===== config.mk =====
export PLATFORM = sky130hd
export DESIGN_NAME = mio_bus
export DESIGN_NICKNAME = d
export VERILOG_FILES = /design/src/rtl/mio_pkg.sv /design/src/rtl/mio_addr_dec.sv /design/src/rtl/mio_bus.sv
export SDC_FILE = /design/constraint.sdc
export NUM_CORES = 1
export LEC_CHECK = 0
export BUFFER_PORTS_ARGS = -buffer_cell sky130_fd_sc_hd__clkbuf_2
export CORE_MARGIN = 2
export CORE_UTILIZATION = 45
export CTS_BUF_LIST = sky130_fd_sc_hd__clkbuf_2
export DETAILED_ROUTE_END_ITERATION = 8
export PLACE_DENSITY = 0.78
export SETUP_SLACK_MARGIN = 0.5
export SYNTH_ARGS = -nofsm -noshare
export SYNTH_HDL_FRONTEND = slang
export SYNTH_HIERARCHICAL = 1
export SYNTH_SLANG_ARGS = --single-unit

===== constraint.sdc =====
create_clock -name clk -period 2.52 [get_ports clk]
set_clock_uncertainty 0.05 [all_clocks]
set_input_delay 0.63 -clock clk [delete_from_list [all_inputs] [get_ports clk]]
set_output_delay 0.63 -clock clk [all_outputs]
set_load 0.005 [all_outputs]

===== src/rtl/mio_pkg.sv =====
// Shared address map, region and FSM encodings for the memory/IO bus bridge.
package mio_pkg;

  localparam logic [31:0] RAM_BASE = 32'h0000_0000;
  localparam logic [31:0] LED_ADDR = 32'hF000_0000;
  localparam logic [31:0] SW_ADDR  = 32'hF000_0004;
  localparam logic [31:0] CNT_ADDR = 32'hF000_0008;

  typedef enum logic [2:0] {
    REG_RAM  = 3'd0,
    REG_LED  = 3'd1,
    REG_SW   = 3'd2,
    REG_CNT  = 3'd3,
    REG_NONE = 3'd4
  } region_t;

  typedef enum logic [1:0] {
    ST_IDLE = 2'd0,
    ST_WAIT = 2'd1,
    ST_RESP = 2'd2
  } state_t;

  // Mask keeping the address bits above the RAM window of 4*2^aw bytes.
  function automatic logic [31:0] ram_mask(input int aw);
    return ~((32'd4 << aw) - 32'd1);
  endfunction

endpackage


===== src/rtl/mio_addr_dec.sv =====
// Combinational region decode of a CPU byte address into RAM/LED/SW/CNT/unmapped.
module mio_addr_dec
  import mio_pkg::*;
#(
  parameter int RAM_AW = 10
) (
  input  logic [31:0] addr,
  output region_t     region
);

  // Peripheral registers match on the full byte address; anything else is unmapped.
  always_comb begin
    region = REG_NONE;
    if ((addr & ram_mask(RAM_AW)) == RAM_BASE) region = REG_RAM;
    else if (addr == LED_ADDR)                 region = REG_LED;
    else if (addr == SW_ADDR)                  region = REG_SW;
    else if (addr == CNT_ADDR)                 region = REG_CNT;
  end

endmodule


===== src/rtl/mio_bus.sv =====
// CPU-to-memory/IO bridge: one outstanding request, RAM wait states, LED/SW/CNT registers.
module mio_bus
  import mio_pkg::*;
#(
  parameter int RAM_WAIT = 2,
  parameter int RAM_AW   = 10
) (
  input  logic              clk,
  input  logic              reset,
  input  logic              CPU_MIO,
  input  logic              mem_w,
  input  logic [31:0]       Addr_out,
  input  logic [31:0]       Data_out,
  output logic              MIO_ready,
  output logic [31:0]       Data_in,
  output logic [RAM_AW-1:0] ram_addr,
  output logic              ram_we,
  output logic [31:0]       ram_din,
  input  logic [31:0]       ram_dout,
  input  logic [15:0]       sw,
  output logic [15:0]       led,
  output state_t            dbg_state
);

  // Handshake: a request is accepted on the rising edge where state is IDLE and
  // CPU_MIO=1; MIO_ready is then a single-cycle completion pulse, after which the
  // bridge idles one cycle before it can accept again. CPU_MIO is not a hold signal.
  localparam logic [3:0] WAIT_LOAD = (RAM_WAIT > 0) ? 4'(RAM_WAIT - 1) : 4'd0;

  state_t             state_q, state_d;
  region_t            req_region, region_q;
  logic [3:0]         wait_cnt_q;
  logic [RAM_AW-1:0]  idx_q;
  logic [31:0]        data_q;
  logic               we_q;
  logic [15:0]        led_q;
  logic [31:0]        cnt_q;
  logic               accept;

  mio_addr_dec #(.RAM_AW(RAM_AW)) u_dec (
    .addr   (Addr_out),
    .region (req_region)
  );

  assign accept = (state_q == ST_IDLE) && CPU_MIO;

  always_ff @(posedge clk) begin
    if (reset) state_q <= ST_IDLE;
    else       state_q <= state_d;
  end

  always_comb begin
    state_d = state_q;
    case (state_q)
      ST_IDLE: if (CPU_MIO)
                 state_d = ((req_region == REG_RAM) && (RAM_WAIT > 0)) ? ST_WAIT : ST_RESP;
      ST_WAIT: if (wait_cnt_q == 4'd0) state_d = ST_RESP;
      ST_RESP: state_d = ST_IDLE;
      default: state_d = ST_IDLE;
    endcase
  end

  always_ff @(posedge clk) begin
    if (reset) begin
      wait_cnt_q <= 4'd0;
      idx_q      <= '0;
      data_q     <= 32'd0;
      we_q       <= 1'b0;
      region_q   <= REG_NONE;
      led_q      <= 16'd0;
      cnt_q      <= 32'd0;
    end else begin
      if (accept) begin
        wait_cnt_q <= WAIT_LOAD;
        idx_q      <= Addr_out[RAM_AW+1:2];
        data_q     <= Data_out;
        we_q       <= mem_w;
        region_q   <= req_region;
      end else if ((state_q == ST_WAIT) && (wait_cnt_q != 4'd0)) begin
        wait_cnt_q <= wait_cnt_q - 4'd1;
      end
      if ((state_q == ST_RESP) && we_q && (region_q == REG_LED)) led_q <= data_q[15:0];
      // A committed CNT write takes priority over the free-running increment.
      if ((state_q == ST_RESP) && we_q && (region_q == REG_CNT)) cnt_q <= data_q;
      else                                                       cnt_q <= cnt_q + 32'd1;
    end
  end

  always_comb begin
    MIO_ready = (state_q == ST_RESP) && !reset;
    ram_we    = MIO_ready && we_q && (region_q == REG_RAM);
    Data_in   = 32'd0;
    if (MIO_ready && !we_q) begin
      case (region_q)
        REG_RAM: Data_in = ram_dout;
        REG_LED: Data_in = {16'd0, led_q};
        REG_SW:  Data_in = {16'd0, sw};
        REG_CNT: Data_in = cnt_q;
        default: Data_in = 32'd0;
      endcase
    end
    // In IDLE the RAM sees the live address so a zero-wait read has data in RESP.
    ram_addr  = (state_q == ST_IDLE) ? Addr_out[RAM_AW+1:2] : idx_q;
    ram_din   = data_q;
    led       = led_q;
    dbg_state = state_q;
  end

endmodule


==> Word-level counts from Yosys, hierarchy flattened <==
Cells that the tools add are included.
{ "word_totals": {"in_bits": 116, "out_inout_bits": 94, "word_cells": 55, "ff_bits": 100} }
{ "op_classes": {"reduce_logical": 20, "add_sub_neg": 2, "mux": 14, "n_eq_ne": 10} }
{ "op_table": {"columns": ["op", "n"], "rows": [
  ["$pmux W32 S4", 1],
  ["$eq A32 B32 Y1 const B", 3],
  ["$mux W32", 2],
  ["$add A32 B1 Y32 const B", 1],
  ["$logic_not A32 Y1", 1],
  ["$mux W3", 4],
  ["$mux W10", 1],
  ["$logic_and A1 B1 Y1", 9],
  ["$eq A3 B2 Y1 const B", 2],
  ["$logic_not A3 Y1", 2],
  ["$mux W2", 3],
  ["$logic_not A4 Y1", 1],
  ["$ne A2 B2 Y1 const B", 2],
  ["$pmux W2 S2", 1],
  ["$reduce_bool A4 Y1", 1],
  ["$sub A4 B1 Y4 const B", 1],
  ["$eq A3 B1 Y1 const B", 1],
  ["$eq A2 B1 Y1 const B", 1],
  ["$eq A2 B2 Y1 const B", 1],
  ["$logic_not A1 Y1", 2],
  ["$logic_not A2 Y1", 1],
  ["$mux W1", 2],
  ["$reduce_and A2 Y1", 1],
  ["$reduce_bool A2 Y1", 1],
  ["$reduce_or A2 Y1", 1]
]} }

==> Longest topological paths before layout <==
Gate-level depths: netlist of run 1.
{ "depth": {"depth_word": 9, "depth_mapped": 7, "depth_no_buf": 6} }

==> By module <==
Netlist of run 1, hierarchy kept.
{ "by_module_without_submodules": {"columns": ["module", "n_inst", "area_per_inst_um2", "seq_area_each_um2", "cells_per_inst"], "rows": [
  ["mio_bus", 1, 5006.1, 2001.9, 654],
  ["mio_addr_dec", 1, 113.9, 0.0, 16]
]} }

==> Least setup slack after synthesis of run 1 <==
Ideal clock, no wire load.
{ "synth_path": {"path_kind": "input port to flip-flop", "startpoint": "input port Addr_out[28]", "endpoint": "register state_q[1] (netlist: dbg_state[1])", "cell_stages": 6, "path_buffers": 0, "t_required_ns": 2.339, "arrival_ns": 2.149, "setup_time_ns": 0.131, "setup_slack_ns": 0.189, "path_cell_list": "or4_4 and3_4 a211o_1 or3_1 a21oi_1 nor4_1"} }
{ "synth_via": {"elab_chain_len": 9, "word_cells_on_any_way": 12, "cone_classes": "eq/ne: 3; mux: 7; reduce/logical: 2"} }
{ "synth_rtl": {"columns": ["item", "line_no", "source"], "rows": [
  ["from (decl)", "mio_bus.sv:12", "input logic [31:0] Addr_out,"],
  ["$eq A32 B32 Y1", "mio_addr_dec.sv:17", "else if (addr == CNT_ADDR) region = REG_CNT;"],
  ["$mux W3", "mio_addr_dec.sv:17", null],
  ["$mux W3", "mio_addr_dec.sv:16", "else if (addr == SW_ADDR) region = REG_SW;"],
  ["$mux W3", "mio_addr_dec.sv:15", "else if (addr == LED_ADDR) region = REG_LED;"],
  ["$mux W3 (*)", "mio_addr_dec.sv:14", "if ((addr & ram_mask(RAM_AW)) == RAM_BASE) region = REG_RAM;"],
  ["via req_region[2]", "mio_bus.sv:31", "region_t req_region, region_q;"],
  ["$logic_not A3 Y1 (*)", "mio_bus.sv:56", "state_d = ((req_region == REG_RAM) && (RAM_WAIT > 0)) ? ST_WAIT : ST_RESP;"],
  ["$mux W2 (*)", "mio_bus.sv:56", null],
  ["$mux W2 (*)", "mio_bus.sv:55", "ST_IDLE: if (CPU_MIO)"],
  ["$pmux W2 S2 (*)", "mio_bus.sv:54", "case (state_q)"],
  ["to (signal assigned)", "mio_bus.sv:49", "else state_q <= state_d;"],
  ["to (decl)", "mio_bus.sv:30", "state_t state_q, state_d;"]
]} }
Mark *: on every way through the listed nets, which the timed path passes. The rest lies on a longest branch. The select of a mux whose other input is x is not followed.
A chain may end at the register's enable or synchronous reset.

==> Worst setup path after layout of run 1 <==
{ "layout_path": {"startpoint": "register region_q[1]", "endpoint": "output port Data_in[31]"} }
{ "layout_via": {"elab_chain_len": 3, "word_cells_on_any_way": 6, "cone_classes": "eq/ne: 3; mux: 2; reduce/logical: 1"} }
{ "layout_rtl": {"columns": ["item", "line_no", "source"], "rows": [
  ["from (decl)", "mio_bus.sv:31", null],
  ["from (signal assigned)", "mio_bus.sv:78", "region_q <= req_region;"],
  ["$eq A3 B2 Y1, or another cell as far along", "mio_bus.sv:94", "case (region_q)"],
  ["$pmux W32 S4 (*)", "mio_bus.sv:94", null],
  ["$mux W32 (*)", "mio_bus.sv:93", "if (MIO_ready && !we_q) begin"],
  ["to (decl)", "mio_bus.sv:15", "output logic [31:0] Data_in,"]
]} }
Every way passes the cells marked *; elsewhere a longest branch is shown, timed or not.

==> summary.txt, run 1 <==
Power and ir drop
  • Max rail drop VDD: 0.000290 V
  • Pwr Total: about 2.8 mW
  • P_leak: 2.99 nW
  • Pwr Density: around 380 nW/um^2

Worst hold path
  • HP Class: input pin to register

Yosys
  • Post-synthesis register bit count: 100
  • Mean post-synth cell area: roughly 7.6 sq um
  • Post-synth cell types: 45
  • Asr flop ratio synth: 0%
  • Synth Net Count: just under 800
  • YS warnings: 6
  • Cell area after synthesis: between 5000 and 6000 sq um
  • Post-synth EDFFs: 0
  • Ys flop type: dfxtp_1
  • Sequential fraction of the synthesis area: between 30% and 40%
  • Syn Inst Count: 670

Die
  • Die Area: 12200 sq um
  • FP Rows: 38
  • Die width: 111 microns
  • I/O pin cnt: 210
  • Core box area: 11000 sq um
  • Starting Density: roughly 47%
  • Die Span Y: 111 microns

Worst setup path
  • Crit path DAT: between 1500 and 2000 ps
  • Critical-path top delay cell: dfxtp_4
  • Worst-path cell chain: nor3_4 > buf_4 > buf_6 > clkbuf_16 > a22oi_2 > nor2_1 > buf_2
  • Worst path max stage delay: about 430 ps
  • Nature of the critical path endpoint: output pin
  • CP required: roughly 1800 ps
  • CP delay by family, top: buffers and inverters
  • CP bufs+invs: 4
  • Largest fanout on the critical path: 6
  • Critical path class: register to output pin
  • CP startpoint kind: register

Layout
  • Layout Nets: between 1000 and 1500
  • Design area: between 7000 and 8000 sq um
  • Non-filler instance count after layout: around 1000
  • Layout area overhead: 44.2%
  • Layout fillers: 965
  • Diode count: 0
  • Fin util: between 60% and 70%
  • Layout cell share with drive strength beyond 1: around two fifths

Place
  • Number of placed instances, taps included: slightly below 1000
  • Placed inst area: ~6400 sq um
  • GP Congestion: 0.886
  • Dpl hpwl: ~12000 microns
  • Buffers on Ports: 209

Clock network
  • Worst-case clock buffer depth: 2
  • CTS Sinks: 100
  • # hold bufs at CTS: 0
  • Clock tree from TritonCTS: built
  • Worst-skew pair later-pin latency: roughly 560 ps
  • Clock transition at the registers of the reported paths: 300 ps
  • Num CTS Buffers: 9
  • H-tree depth: 3
  • Root Driver: clkbuf_2

Route
  • Drt drc: 0
  • Antenna Nets Post-Route: 0
  • 1st-pass router iterations: 5
  • Vias per cell: 5.70
  • DR WL/cell: about 17 microns
  • Starting DRT DRC Count: 413
  • Routed vias: roughly 6000
  • Routed wire length: between 15000 and 20000 microns

STA
  • Setup-failing EPs final: 17
  • Worst Max-Slew Pin Slew: 773 ps
  • Endpoints failing hold: 0
  • Period Utilization, post-route: 101%
  • Max-slew headroom: about half
  • Fmax: approximately 390 MHz
  • Post-route minimum period: about 2600 ps
  • Max Slew Vio Count: 0
  • Min setup slack post-route: -32.8 ps
  • RSZ-0062 raised after global routing: yes

Global routing
  • Largest net degree at the start of global routing: 74
  • Initial antenna violation count: 0
  • Global-route wire length before repair: ~27000 microns
  • Vias in the first global route: 5369
  • Total grt overflow: 0
  • Gr usage total: 26.8%

Outcome
  • Status: complete, but fails checks
  • Failing checks: negative setup slack

Job
  • Max Cap Viol: 0
final cells by class:
| class | count | area [sq um] | area share, % |
|---|---|---|---|
| timing repair buffer | 274 | 1800 | 24.3 |
| sequential | 100 | 2060 | 28.0 |
| multi-input combinational | 511 | 3230 | 43.8 |
| tap | 140 | 175 | 2.37 |
| clock buffer | 9 | 45.0 | 0.610 |
| inverter | 6 | 22.5 | 0.305 |
| clock inverter | 6 | 46.3 | 0.627 |
final timing paths:
check        cells after the start         start  slack, ps          end
min reg2reg                      2      idx_q[1]        430     idx_q[1]
max reg2reg                      6      cnt_q[6]        420    cnt_q[18]
max                              7   region_q[1]        -30  Data_in[31]
min                              3  Data_out[20]        180  ram_din[20]
worst min-delay path, cell delays in order:
cell      delay [ps]
clkbuf_2          80
nand2_1           40
a21oi_1           50
what timing repair did:
item                       CTS  global route
pin swaps                   14            19
cloned                       4             4
setup endpoints to repair   57            80
resized for setup           84            63
buffers inserted            15            18
metal layers:
metal | up-vias | wire [microns] | global-route usage [%]
li1 | 2902 | - | -
met3 | 27 | 1300 | 4.37
met4 | 0 | 284 | 7.33
met1 | 2751 | 7490 | 34.8
met5 | - | 0 | 0
met2 | 284 | 8860 | 46.3
cell usage after synthesis (4+ instances only):
library cell / instances / area share [%]
nand4_1: 13 / 1.6
or4_1: 10 / 1.5
nor3_1: 12 / 1.2
inv_1: 6 / 0.44
dfxtp_1: 100 / 39
nor4_1: 10 / 1.2
a22oi_1: 48 / 7.0
buf_1: 5 / 0.37
a211oi_1: 18 / 2.6
a311oi_1: 10 / 1.7
or3_1: 10 / 1.2
nand3b_1: 7 / 1.0
a21oi_1: 83 / 8.1
mux2_2: 10 / 2.2
o31ai_1: 5 / 0.73
nand3_1: 16 / 1.6
xnor2_1: 13 / 2.2
o21ai_0: 7 / 0.68
clkbuf_1: 45 / 3.3
nand2_1: 140 / 10
o311ai_0: 4 / 0.68
nor2_1: 52 / 3.8
state kept, by name, summed over array words and instances (netlist names):
register,flops
cnt_q,32
dbg_state,2
idx_q,10
led,16
ram_din,32
region_q,3
wait_cnt_q,4
we_q,1
placed cells by master (no fill, tap or decap), types with 4 or more instances in the layout:
cell type / count
a22oi_1: 30
or4_4: 7
buf_4: 37
or4_1: 4
nand2_1: 137
xnor2_1: 13
o21ai_0: 6
a21oi_1: 82
a311oi_1: 6
nor4_1: 10
inv_1: 6
dfxtp_1: 78
clkbuf_2: 205
buf_6: 19
a211oi_1: 16
nor3_1: 11
dfxtp_2: 8
nand4_1: 13
nand3b_1: 7
a22oi_2: 18
dfxtp_4: 14
mux2_4: 10
nand3_1: 15
a311oi_2: 4
buf_2: 9
or3_1: 7
nor2_1: 51
buf_12: 7
per-stage QoR:
step	TNS, ps	worst slack, ps	hold WS (ps)
6_report	-255	-32.8	182
5_1_grt	-5700	-208	132
4_1_cts	-148	-24.5	163
3_5_place_dp	0	141	400
3_3_place_gp	0	210	395
2_1_floorplan	0	337	384
kinds of logic after synthesis:
logic type | share of synthesized area (%)
AND/OR/NAND/NOR | 27.3
AO/OA/AOI/OAI | 23.8
flip-flops | 39.1
buffers and inverters | 4.40
XOR/XNOR | 2.74
multiplexers | 2.20
adder cells (fa/ha/maj) | 0.489
where the power goes:
part           internal [mW]  total, mW  leakage [nW]  switching (mW)
registers               1.62       1.67         0.828          0.0503
logic                  0.230      0.443          2.10           0.213
clock network          0.138      0.704        0.0587           0.566
total                   1.99       2.82          2.99           0.830
(Power assumes the default switching activity.)
==> run 2: changes to the inputs <==
--- a/config.mk
+++ b/config.mk
@@ -8,7 +8,7 @@
 export BUFFER_PORTS_ARGS = -buffer_cell sky130_fd_sc_hd__clkbuf_2
 export CORE_MARGIN = 2
 export CORE_UTILIZATION = 45
-export CTS_BUF_LIST = sky130_fd_sc_hd__clkbuf_2
+export CTS_BUF_LIST = sky130_fd_sc_hd__clkbuf_8 sky130_fd_sc_hd__clkbuf_16
 export DETAILED_ROUTE_END_ITERATION = 8
 export PLACE_DENSITY = 0.78
 export SETUP_SLACK_MARGIN = 0.5
==> summary.txt, run 2 (synthesis results as in run 1) <==
Outcome
  • Status: finished, final reports clean (was complete, but fails checks)

Route
  • Starting DRT DRC Count: 398 (was 413)
  • DR WL/cell: 16.8 microns (was 17.1 microns)
  • Highest Signal Layer: met4 (unchanged)
  • Vias per cell: 5.63 (was 5.70)
  • Drt drc: 0 (unchanged)
  • WL met1: 7330 microns (was 7490 microns)
  • Antenna Nets Post-Route: 0 (unchanged)
  • 1st-pass router iterations: 5 (unchanged)
  • Met3 wire length: 1200 microns (was 1300 microns)
  • Met2 Wirelength: 8510 microns (was 8860 microns)
  • Routed vias: 5817 (was 5964)
  • Routed wire length: 17400 microns (was 17900 microns)

Layout
  • Layout fillers: 962 (was 965)
  • Non-filler instance count after layout: 1033 (was 1046)
  • Layout Nets: 1007 (was 1020)
  • Fin util: 66.3% (was 67.2%)
  • Design area: 7280 sq um (was 7380 sq um)
  • Layout area overhead: 42.1% (was 44.2%)
  • Diode count: 0 (unchanged)
  • Commonest non-fill, non-tap cell in the layout: clkbuf_2 (unchanged)
  • Layout cell share with drive strength beyond 1: 39.5% (was 41.9%)
  • Most frequent cells in the layout: 208 x clkbuf_2, 138 x nand2_1, 81 x a21oi_1 (was 205 x clkbuf_2, 137 x nand2_1, 82 x a21oi_1)

STA
  • Max-slew headroom: 51.2% (was 48.5%)
  • Endpoints failing hold: 0 (unchanged)
  • Max Slew Vio Count: 0 (unchanged)
  • Period Utilization, post-route: 91.2% (was 101%)
  • Fmax: 435 MHz (was 392 MHz)
  • Worst hold slack: 413 ps (was 182 ps)
  • Post-route minimum period: 2300 ps (was 2550 ps)
  • Worst Max-Slew Pin Slew: 732 ps (was 773 ps)
  • Setup-failing EPs final: 0 (was 17)
  • Setup TNS: 0 ps (was -255 ps)
  • Min setup slack post-route: 223 ps (was -32.8 ps)
  • RSZ-0062 raised after global routing: yes (unchanged)

Die
  • Die Span Y: 111 microns (unchanged)
  • Die Area: 12200 sq um (unchanged)
  • Starting Density: 46.6% (unchanged)
  • Core box area: 11000 sq um (unchanged)
  • FP Rows: 38 (unchanged)
  • Die width: 111 microns (unchanged)
  • I/O pin cnt: 210 (unchanged)

Worst setup path
  • Crit path DAT: 1620 ps (was 1870 ps)
  • R2r setup slk: 490 ps (was 420 ps)
  • RR Endpoint: cnt_q[20] (was cnt_q[18])
  • Reg2reg path depth: 5 (was 6)
  • Nature of the critical path endpoint: output pin (unchanged)
  • End of the critical path: Data_in[2] (was Data_in[31])
  • CP required: 1840 ps (about the same)
  • Crit path from: region_q[1] (unchanged)
  • Critical path class: register to output pin (unchanged)
  • CP startpoint kind: register (unchanged)
  • Largest fanout on the critical path: 12 (was 6)
  • RR Startpoint: cnt_q[10] (was cnt_q[6])

Clock network
  • H-tree depth: 3 (unchanged)
  • Clock tree from TritonCTS: built (unchanged)
  • Clock transition at the registers of the reported paths: 70 ps (was 300 ps)
  • Root Driver: clkbuf_16 (was clkbuf_2)
  • Worst-skew pair later-pin latency: 340 ps (was 560 ps)
  • Worst-case clock buffer depth: 2 (unchanged)
  • CTS Sinks: 100 (unchanged)
  • Num CTS Buffers: 9 (unchanged)

Power and ir drop
  • P_int: 2.54 mW (was 1.99 mW)
  • Sw frac: 25.5% (was 29.4%)
  • Pwr Density: 468 nW/um^2 (was 382 nW/um^2)
  • Gate power share: 12.2% (was 15.7%)
  • Switching pwr: 869 uW (was 830 uW)
  • Pwr Total: 3.41 mW (was 2.82 mW)
  • Seq pwr share: 49.0% (was 59.3%)
  • Clk pwr share: 38.8% (was 25.0%)
  • P_leak: 2.93 nW (was 2.99 nW)
  • Max rail drop VDD: 0.000310 V (was 0.000290 V)

Place
  • Buffers on Ports: 209 (unchanged)
  • Post-Place Worst Slack: 141 ps (unchanged)
  • Placed inst area: 6400 sq um (unchanged)
  • GP Congestion: 0.886 (unchanged)
  • Number of placed instances, taps included: 990 (unchanged)
  • Dpl hpwl: 11900 microns (unchanged)

Job
  • Max Cap Viol: 0 (unchanged)

Worst hold path
  • HP Class: register to register (was input pin to register)
  • Worst hold stages: 2 (was 3)

Global routing
  • Largest net degree at the start of global routing: 74 (unchanged)
  • Initial antenna violation count: 0 (unchanged)
  • Total grt overflow: 0 (unchanged)
  • Gr usage total: 26.7% (was 26.8%)
  • Global-route wire length before repair: 26900 microns (was 27200 microns)
  • Vias in the first global route: 5400 (was 5369)
run 2: worst min path at each step:
stage | slack, ps | start | to
3_5_place_dp | 400 | idx_q[6] | idx_q[6]
5_1_grt | 430 | dbg_state[1] | dbg_state[1]
6_report | 410 | idx_q[1] | idx_q[1]
4_1_cts | 410 | idx_q[1] | idx_q[1]
2_1_floorplan | 380 | idx_q[0] | idx_q[0]
3_3_place_gp | 400 | idx_q[1] | idx_q[1]
run 2: power groups by stage:
stage	Combinational, mW	Clock (mW)	Sequential (mW)
floorplan	0.171	0	1.70
global placement	0.356	0	1.71
detailed placement	0.360	0	1.72
CTS	0.396	1.34	1.67
global route	0.457	1.42	1.68
finish	0.416	1.32	1.67
run 2: repair_timing:
item                       in CTS  in global routing
hold buffers                    0                  0
hold endpoints to repair        0                  0
resized for setup              68                 28
pin swaps                       8                  6
setup endpoints to repair      55                 71
setup buffers                  13                 10
gates cloned                    3                  2
run 2: worst max-delay path, stage by stage (launching register included):
cell and delay (ps):
dfxtp_4 370, nor3_4 270, buf_6 210, a22oi_1 120, a21oi_1 170, clkbuf_2 130
run 2: cell type report:
| type | count | area [sq um] | area share [%] |
|---|---|---|---|
| Tap cell | 140 | 175 | 2.41 |
| Clock inverter | 5 | 42.5 | 0.585 |
| Multi-Input combinational cell | 511 | 3140 | 43.1 |
| Inverter | 6 | 22.5 | 0.309 |
| Clock buffer | 10 | 239 | 3.28 |
| Timing Repair Buffer | 261 | 1600 | 22.0 |
| Sequential cell | 100 | 2060 | 28.3 |
run 2: metal layers:
| metal | vias to the layer above | global-route usage (%) |
|---|---|---|
| li1 | 2876 | - |
| met1 | 2657 | 34.2 |
| met2 | 257 | 45.7 |
| met3 | 27 | 4.32 |
| met4 | 0 | 9.17 |
| met5 | - | 0 |
==> run 3: changes to the inputs <==
--- a/config.mk
+++ b/config.mk
@@ -6,12 +6,12 @@
 export NUM_CORES = 1
 export LEC_CHECK = 0
 export BUFFER_PORTS_ARGS = -buffer_cell sky130_fd_sc_hd__clkbuf_2
-export CORE_MARGIN = 2
-export CORE_UTILIZATION = 45
+export CORE_UTILIZATION = 49
 export CTS_BUF_LIST = sky130_fd_sc_hd__clkbuf_8 sky130_fd_sc_hd__clkbuf_16
 export DETAILED_ROUTE_END_ITERATION = 8
-export PLACE_DENSITY = 0.78
+export PLACE_DENSITY = 0.84
 export SETUP_SLACK_MARGIN = 0.5
+export SKIP_CTS_REPAIR_TIMING = 1
 export SYNTH_ARGS = -nofsm -noshare
 export SYNTH_HDL_FRONTEND = slang
 export SYNTH_HIERARCHICAL = 1
==> summary.txt, run 3 (synthesis results as in run 1) <==
STA
  • Min setup slack post-route: 134 ps (was 223 ps)
  • Post-route minimum period: 2390 ps (was 2300 ps)
  • Fmax: 419 MHz (was 435 MHz)
  • RSZ-0062 raised after global routing: yes (unchanged)
  • Max Slew Vio Count: 0 (unchanged)
  • Worst Max-Slew Pin Slew: 755 ps (was 732 ps)
  • Period Utilization, post-route: 94.7% (was 91.2%)
  • Max-slew headroom: 49.7% (was 51.2%)
  • Endpoints failing hold: 0 (unchanged)
  • Setup-failing EPs final: 0 (unchanged)

Worst setup path
  • Largest fanout on the critical path: 12 (unchanged)
  • Crit path DAT: 1710 ps (was 1620 ps)
  • Nature of the critical path endpoint: output pin (unchanged)
  • Worst path max stage delay: 380 ps (was 370 ps)
  • Critical-path top delay cell: dfxtp_4 (unchanged)
  • CP required: 1840 ps (about the same)
  • Critical path class: register to output pin (unchanged)
  • Worst-path cell chain: nor3_4 > buf_4 > clkbuf_16 > a22oi_1 > a21oi_1 > clkbuf_2 (was nor3_4 > buf_6 > a22oi_1 > a21oi_1 > clkbuf_2)
  • CP startpoint kind: register (unchanged)

Place
  • Number of placed instances, taps included: 983 (was 990)
  • Dpl hpwl: 11900 microns (about the same)
  • Post-Place Worst Slack: 76.0 ps (was 141 ps)
  • Buffers on Ports: 209 (unchanged)
  • Placed inst area: 6390 sq um (was 6400 sq um)
  • GP Congestion: 0.931 (was 0.886)

Route
  • Starting DRT DRC Count: 544 (was 398)
  • Drt drc: 0 (unchanged)
  • Vias per cell: 6.04 (was 5.63)
  • Antenna Nets Post-Route: 0 (unchanged)
  • Routed vias: 6189 (was 5817)
  • Routed wire length: 18200 microns (was 17400 microns)
  • DR WL/cell: 17.8 microns (was 16.8 microns)
  • 1st-pass router iterations: 8 (was 5)

Clock network
  • Worst-skew pair later-pin latency: 380 ps (was 340 ps)
  • CTS Sinks: 100 (unchanged)
  • Num CTS Buffers: 9 (unchanged)
  • Root Driver: clkbuf_8 (was clkbuf_16)
  • Clock transition at the registers of the reported paths: 90 ps (was 70 ps)
  • Worst-case clock buffer depth: 2 (unchanged)
  • H-tree depth: 3 (unchanged)
  • Clock tree from TritonCTS: built (unchanged)

Power and ir drop
  • P_leak: 2.92 nW (was 2.93 nW)
  • Pwr Density: 448 nW/um^2 (was 468 nW/um^2)
  • Max rail drop VDD: 0.000290 V (was 0.000310 V)
  • Pwr Total: 3.26 mW (was 3.41 mW)

Layout
  • Commonest non-fill, non-tap cell in the layout: clkbuf_2 (unchanged)
  • Multi-input logic area: 3220 sq um (was 3140 sq um)
  • Design area: 7270 sq um (was 7280 sq um)
  • Non-filler instance count after layout: 1024 (was 1033)
  • Diode count: 0 (unchanged)
  • Layout area overhead: 42.0% (was 42.1%)
  • Layout fillers: 795 (was 962)
  • Most frequent cells in the layout: 206 x clkbuf_2, 139 x nand2_1, 82 x a21oi_1, 82 x dfxtp_1, 51 x nor2_1 (was 208 x clkbuf_2, 138 x nand2_1, 81 x a21oi_1)
  • Layout Nets: 1004 (was 1007)
  • Fin util: 73.1% (was 66.3%)
  • Layout cell share with drive strength beyond 1: 39.7% (was 39.5%)
  • Register area: 2040 sq um (was 2060 sq um)

Worst hold path
  • HP Class: register to register (unchanged)

Job
  • Max Cap Viol: 0 (unchanged)

Global routing
  • Gr usage total: 30.0% (was 26.7%)
  • Vias in the first global route: 5607 (was 5400)
  • Global-route wire length before repair: 26600 microns (was 26900 microns)
  • Total grt overflow: 0 (unchanged)
  • Initial antenna violation count: 0 (unchanged)
  • Largest net degree at the start of global routing: 78 (was 74)

Die
  • I/O pin cnt: 210 (unchanged)
  • Starting Density: 51.4% (was 46.6%)
  • Core box area: 9950 sq um (was 11000 sq um)
  • Die width: 104 microns (was 111 microns)
  • FP Rows: 36 (was 38)
  • Die Area: 10900 sq um (was 12200 sq um)
  • Die Span Y: 104 microns (was 111 microns)

Outcome
  • Status: finished, final reports clean (unchanged)
-- run 3: cell count changes in the layout (fill, tap and decap cells not counted), moves of 4 or more --
cell	delta
clkbuf_16	-9
buf_4	-4
clkbuf_8	+9
dfxtp_4	-4
dfxtp_1	+6
-- run 3: final cells by class --
class	count	area share [%]
clock buffer	10	1.89
clock inverter	6	1.20
inverter	6	0.310
multi-input combinational	511	44.3
sequential	100	28.1
tap	133	2.29
timing repair buffer	258	21.9
-- run 3: final timing paths --
path,startpoint,slack (ps),to,cells after the start
hold / removal,idx_q[4],410,idx_q[4],2
hold reg to reg,idx_q[4],410,idx_q[4],2
setup / recovery,region_q[1],130,Data_in[0],6
setup reg to reg,cnt_q[0],240,cnt_q[14],9
-- run 3: where the power goes --
group | switching [mW] | internal [mW]
registers | 0.0511 | 1.62
clock network | 0.578 | 0.584
logic | 0.209 | 0.211
total | 0.838 | 2.42
-- run 3: stage by stage --
stage / hold WS, ps / setup TNS [ps]
finish: 414 / 0
global route: 412 / 0
CTS: 410 / -30.3
floorplan: 384 / 0
global placement: 390 / 0
detailed placement: 399 / 0
-- run 3: worst max-delay path, delay by kind of cell (launching register included) --
kind	cells	cell delay, ps
simple gates	1	210
flops	1	380
buf+inv	3	470
compound gates	2	270
-- run 3: routing by layer --
| metal | vias to the layer above | wire [microns] | track usage (%) |
|---|---|---|---|
| met5 | - | 0 | 0 |
| met2 | 368 | 8840 | 50.6 |
| li1 | 2871 | - | - |
| met4 | 0 | 654 | 13.1 |
| met1 | 2868 | 7110 | 36.4 |
| met3 | 82 | 1630 | 6.77 |
